--- src/rtl/block_accum.sv ---
// Block accumulator: sums dv-qualified samples into blocks of block_len (or until flush)
// and emits one registered result per block with sample count and a sticky wrap flag.
//   state | meaning
//   IDLE  | no samples held; next dv starts a block and latches its length
//   ACCUM | 1..len-1 samples held in acc/count
module block_accum #(
  parameter int DATA_W = 32,
  parameter int ACC_W  = 40,
  parameter int CNT_W  = 8
) (
  input  logic              clk,
  input  logic              reset,
  input  logic              dv,
  input  logic [DATA_W-1:0] data_in,
  input  logic [CNT_W-1:0]  block_len,
  input  logic              flush,
  output logic [ACC_W-1:0]  data_out,
  output logic [CNT_W-1:0]  cnt_out,
  output logic              ovf_out,
  output logic              dv_out
);

  typedef enum logic {IDLE, ACCUM} state_t;

  state_t            state_q, state_d;
  logic [CNT_W-1:0]  len_q, len_d;
  logic [CNT_W-1:0]  count_q, count_d;
  logic [ACC_W-1:0]  acc_q, acc_d;
  logic              sticky_q, sticky_d;
  logic [ACC_W-1:0]  data_out_q, data_out_d;
  logic [CNT_W-1:0]  cnt_out_q, cnt_out_d;
  logic              ovf_out_q, ovf_out_d;
  logic              dv_out_q, dv_out_d;

  logic              in_idle;
  logic [ACC_W:0]    data_ext;
  logic [ACC_W:0]    sum;
  logic [ACC_W-1:0]  acc_base;
  logic [CNT_W-1:0]  cnt_base;
  logic              sticky_base;
  logic [CNT_W-1:0]  cnt_next;
  logic              sticky_next;
  logic [CNT_W-1:0]  len_eff;
  logic              emit;
  logic [ACC_W-1:0]  acc_fin;
  logic [CNT_W-1:0]  cnt_fin;
  logic              ovf_fin;

  // Datapath operands: a sample taken in IDLE starts from an empty block.
  always_comb begin
    in_idle                 = (state_q == IDLE);
    data_ext                = '0;
    data_ext[DATA_W-1:0]    = data_in;
    acc_base                = in_idle ? '0 : acc_q;
    cnt_base                = in_idle ? '0 : count_q;
    sticky_base             = in_idle ? 1'b0 : sticky_q;
    len_eff                 = len_q;
    if (in_idle) begin
      len_eff = (block_len == '0) ? CNT_W'(1) : block_len;
    end
    sum         = {1'b0, acc_base} + data_ext;
    cnt_next    = cnt_base + CNT_W'(1);
    sticky_next = sticky_base | sum[ACC_W];
  end

  always_comb begin
    state_d    = state_q;
    len_d      = len_q;
    count_d    = count_q;
    acc_d      = acc_q;
    sticky_d   = sticky_q;
    data_out_d = data_out_q;
    cnt_out_d  = cnt_out_q;
    ovf_out_d  = ovf_out_q;
    dv_out_d   = 1'b0;
    emit       = 1'b0;
    acc_fin    = acc_q;
    cnt_fin    = count_q;
    ovf_fin    = sticky_q;

    if (dv) begin
      acc_fin = sum[ACC_W-1:0];
      cnt_fin = cnt_next;
      ovf_fin = sticky_next;
      emit    = (cnt_next == len_eff) || flush;
      if (!emit) begin
        state_d  = ACCUM;
        len_d    = len_eff;
        acc_d    = acc_fin;
        count_d  = cnt_fin;
        sticky_d = ovf_fin;
      end
    end else if (flush && !in_idle) begin
      emit = 1'b1;
    end

    // Emission clears the block in the same edge so the next cycle's dv starts fresh.
    if (emit) begin
      data_out_d = acc_fin;
      cnt_out_d  = cnt_fin;
      ovf_out_d  = ovf_fin;
      dv_out_d   = 1'b1;
      state_d    = IDLE;
      acc_d      = '0;
      count_d    = '0;
      sticky_d   = 1'b0;
    end
  end

  always_ff @(posedge clk) begin
    if (reset) begin
      state_q    <= IDLE;
      len_q      <= '0;
      count_q    <= '0;
      acc_q      <= '0;
      sticky_q   <= 1'b0;
      data_out_q <= '0;
      cnt_out_q  <= '0;
      ovf_out_q  <= 1'b0;
      dv_out_q   <= 1'b0;
    end else begin
      state_q    <= state_d;
      len_q      <= len_d;
      count_q    <= count_d;
      acc_q      <= acc_d;
      sticky_q   <= sticky_d;
      data_out_q <= data_out_d;
      cnt_out_q  <= cnt_out_d;
      ovf_out_q  <= ovf_out_d;
      dv_out_q   <= dv_out_d;
    end
  end

  assign data_out = data_out_q;
  assign cnt_out  = cnt_out_q;
  assign ovf_out  = ovf_out_q;
  assign dv_out   = dv_out_q;

endmodule

--- config.mk ---
export PLATFORM = sky130hd
export DESIGN_NAME = block_accum
export DESIGN_NICKNAME = d
export VERILOG_FILES = /design/src/rtl/block_accum.sv
export SDC_FILE = /design/constraint.sdc
export NUM_CORES = 1
export LEC_CHECK = 0
export ABC_AREA = 1
export CORE_MARGIN = 2
export CORE_UTILIZATION = 55
export DETAILED_ROUTE_END_ITERATION = 16
export PLACE_DENSITY = 0.76
export SLEW_MARGIN = 30
export SYNTH_ARGS = -nofsm -noshare
export SYNTH_HDL_FRONTEND = slang
export SYNTH_SLANG_ARGS = --single-unit
export TNS_END_PERCENT = 1
--- constraint.sdc ---
create_clock -name clk -period 5.65 [get_ports clk]
set_input_delay 0.565 -clock clk [delete_from_list [all_inputs] [get_ports clk]]
set_output_delay 0.565 -clock clk [all_outputs]
set_load 0.01 [all_outputs]
==> impl_results.md <==
* Reg power frac at about 46%
* P_int at ~0.0012 W
* Drt drc at 0
* Fillers at around 1600
* Mean Syn Cell Area at around 5.5 sq um
* Clock Sinks at between 100 and 150
* Design area at about 9600 sq um
* Worst-case clock skew at 11.65 ps
* Nets at 1649
* Final Setup Violations at 0
* #FFs+latches synth at about 110
* Worst hold path class: register to register
* Critical Path Start Type: register
* Sw Share at between 30% and 40%
* Core Box Area at between 15000 and 20000 sq um
* Comb power frac at roughly 20%
* CTS Hold Bufs at 0
* Mapped Area at between 8000 and 9000 sq um
* CTS resizes at 0
* Place WS at between 1500 and 2000 ps
* Max clock buf depth at 2
* Die Width at 127.2 um
* Routed WL at between 20000 and 30000 um
* Final Slew Violations at 0
* Share of layout cells above drive strength 1 at roughly 2.3%
* Cell variety after synth at 30
* Final worst slack at 1763 ps
* CP Max Fanout at 50
* Post-CTS setup buffers at 0
* Root Buffer: clkbuf_16
* Diodes inserted at 0
* Kind of critical path: register to register
* DP HPWL at just under 20000 um
* Port Buffers at 93
* Crit path DAT at roughly 4200 ps
* First-pass GRT wire length at around 42000 um
* Post-synthesis async set-or-reset flop share at 0%
* Cell Rows at 45
* Worst Setup End Kind: register
* TritonCTS clock tree: done
* Worst-Margin Slew at between 900 and 1000 ps
* Die Height at around 130 um
* Synth area leaders: nand2_1 28%, dfxtp_1 26%, inv_1 11%
* Critical Path RT at a little under 6000 ps
* DRT Pass-1 Iters at 5
* Setup TNS Final at 0 ps
* Syn Nets at ~1600
* WL per Instance at about 15 um
* Top post-synthesis cells by count: 630 x nand2_1, 246 x inv_1, 137 x nor2_1
* Number of max-cap violations at 0
* LEAKAGE at 5.283 nW
* Area Growth Syn to Fin at 15.12%
* Most frequent cell after synthesis: nand2_1
* Final Wtd Congestion at roughly 1.0
* Vias per std cell at 5.233
* Initial Util at 55.55%
* RSZ-0062 raised after global routing: no
* Largest net degree at the start of global routing at between 70 and 80
* Rel. slew slack at a little under two fifths
* Initial antenna violation count at 0
* Ratio of final minimum period to clock period at between 60% and 70%
* H-Tree Depth at 3
* Cells after Synth at about 1500
* Area post-placement at slightly above 9000 sq um
* Register area share after synthesis at 25.89%
* GRT Residual Overflow at 0
* GRT Total Usage at around 32%
* Top FF cell, synth: dfxtp_1
* Clock Power Share at 34.1%
* Yosys top cell area share at 28.32%
* Clk Latency, worst-skew pair at roughly 350 ps
* Final ANT Viol Nets at 0
* Post-synth EDFFs at 0
* Starting DRT DRC Count at 780
* Die ar. at between 15000 and 20000 sq um
* Clk pin slew, worst setup/hold paths at about 70 ps
* Power Density at between 150 and 200 nW/um^2
* F_max at between 200 and 300 MHz
* Vias in the first global route at between 8000 and 9000
* Via count at between 9000 and 10000
* Post-synth top area cell: nand2_1
* Crit path time final at approximately 4000 ps
* TritonCTS buffer count at 9
* Status: finished clean
* IO Pins at 94
* Yosys warning count at 0
* Final Hold Viols at 0
* Worst VDD drop at around 0.00017 V
* Switch Pwr at about 0.00054 W
-- area by class of cell --
class                      instances  area (sq um)  share of cell area (%)
clock inverter                     5         45.04                  0.4686
timing repair buffer             103          1001                   10.41
multi-input combinational       1102          5002                   52.04
inverter                         247         927.1                   9.645
tap                              188         235.2                   2.447
sequential                       108          2163                   22.50
clock buffer                      10         239.0                   2.486
-- layout by cell type, fill, tap and decap left out, types with 2 or more instances in the layout --
cell type	netlist	routed
nand3b_1	6	6
nor2_1	137	137
ha_1	33	33
nand3_1	130	129
nand4_1	42	42
o21ai_1	4	4
a21oi_1	21	21
inv_2	1	2
nand3_2	1	2
nor2_2	3	3
inv_1	246	244
clkinv_4	0	2
clkbuf_16	0	9
o21a_1	2	2
nor3_1	5	5
xnor2_1	14	14
dfxtp_1	108	107
xor2_1	8	8
o21ai_0	59	59
buf_4	5	10
nand2_1	630	630
clkdlybuf4s50_1	0	92
-- registers in the layout, indices dropped and copies added, names as in the netlist --
name,flops
acc_q,40
cnt_out,8
count_q,8
data_out,40
dv_out,1
len_q,8
ovf_out,1
state_q,1
sticky_q,1
-- metal layers --
layer  track usage [%]  vias to the layer above  part of all wire (%)
met4             14.29                        0                   4.7
li1                  -                     4743                     -
met1             42.33                     4065                    44
met5                 0                        -                     0
met3             4.188                       69                   6.4
met2             53.10                      349                    45
-- stage by stage --
step                hold slack [ps]  utilization [%]  total power [W]  std cells
floorplan                     488.8                -         0.001061       1515
global placement              459.9            62.06         0.001183       1748
detailed placement            463.6            62.06         0.001186       1748
CTS                           475.3            63.95         0.001787       1763
global route                  486.2            63.95         0.001866       1763
finish                        471.2            63.95         0.001781       1763
-- critical path, cell delays in order (launching register included) --
cell	delay, ps
dfxtp_2	710
nand2_1	270
inv_1	150
ha_1	270
inv_1	90
o21ai_1	200
nand2_1	150
nand2_1	80
nand2_1	50
nor2_1	160
nand3_2	310
nand2_1	170
nand2_2	330
nor2_4	170
buf_4	490
nand2_1	140
nand2_1	80
-- final timing paths --
path | startpoint | endpoint | slack, ps | depth (start not counted)
min | cnt_out[7] | cnt_out[7] | 470 | 2
min reg2reg | cnt_out[7] | cnt_out[7] | 470 | 2
max reg2reg | state_q | data_out[9] | 1760 | 16
max | state_q | data_out[9] | 1760 | 16
-- cells by family (layout without fill, tap and decap cells) --
kind of cell / after synthesis / in the layout / share of synthesized area, %
simple gates: 958 / 958 / 46.96
buf+inv: 305 / 365 / 14.26
flops: 108 / 108 / 25.89
compound gates: 88 / 88 / 5.394
fa+ha+maj: 34 / 34 / 5.184
xor+xnor: 22 / 22 / 2.308
-- power groups by stage --
stage	Clock, W	Sequential (W)	Combinational (W)
floorplan	0	0.000837	0.000224
global route	0.000646	0.000828	0.000392
global placement	0	0.000840	0.000343
detailed placement	0	0.000840	0.000346
CTS	0.000616	0.000823	0.000348
finish	0.000608	0.000823	0.000350
Note: power is estimated with default switching activity, not from simulation.
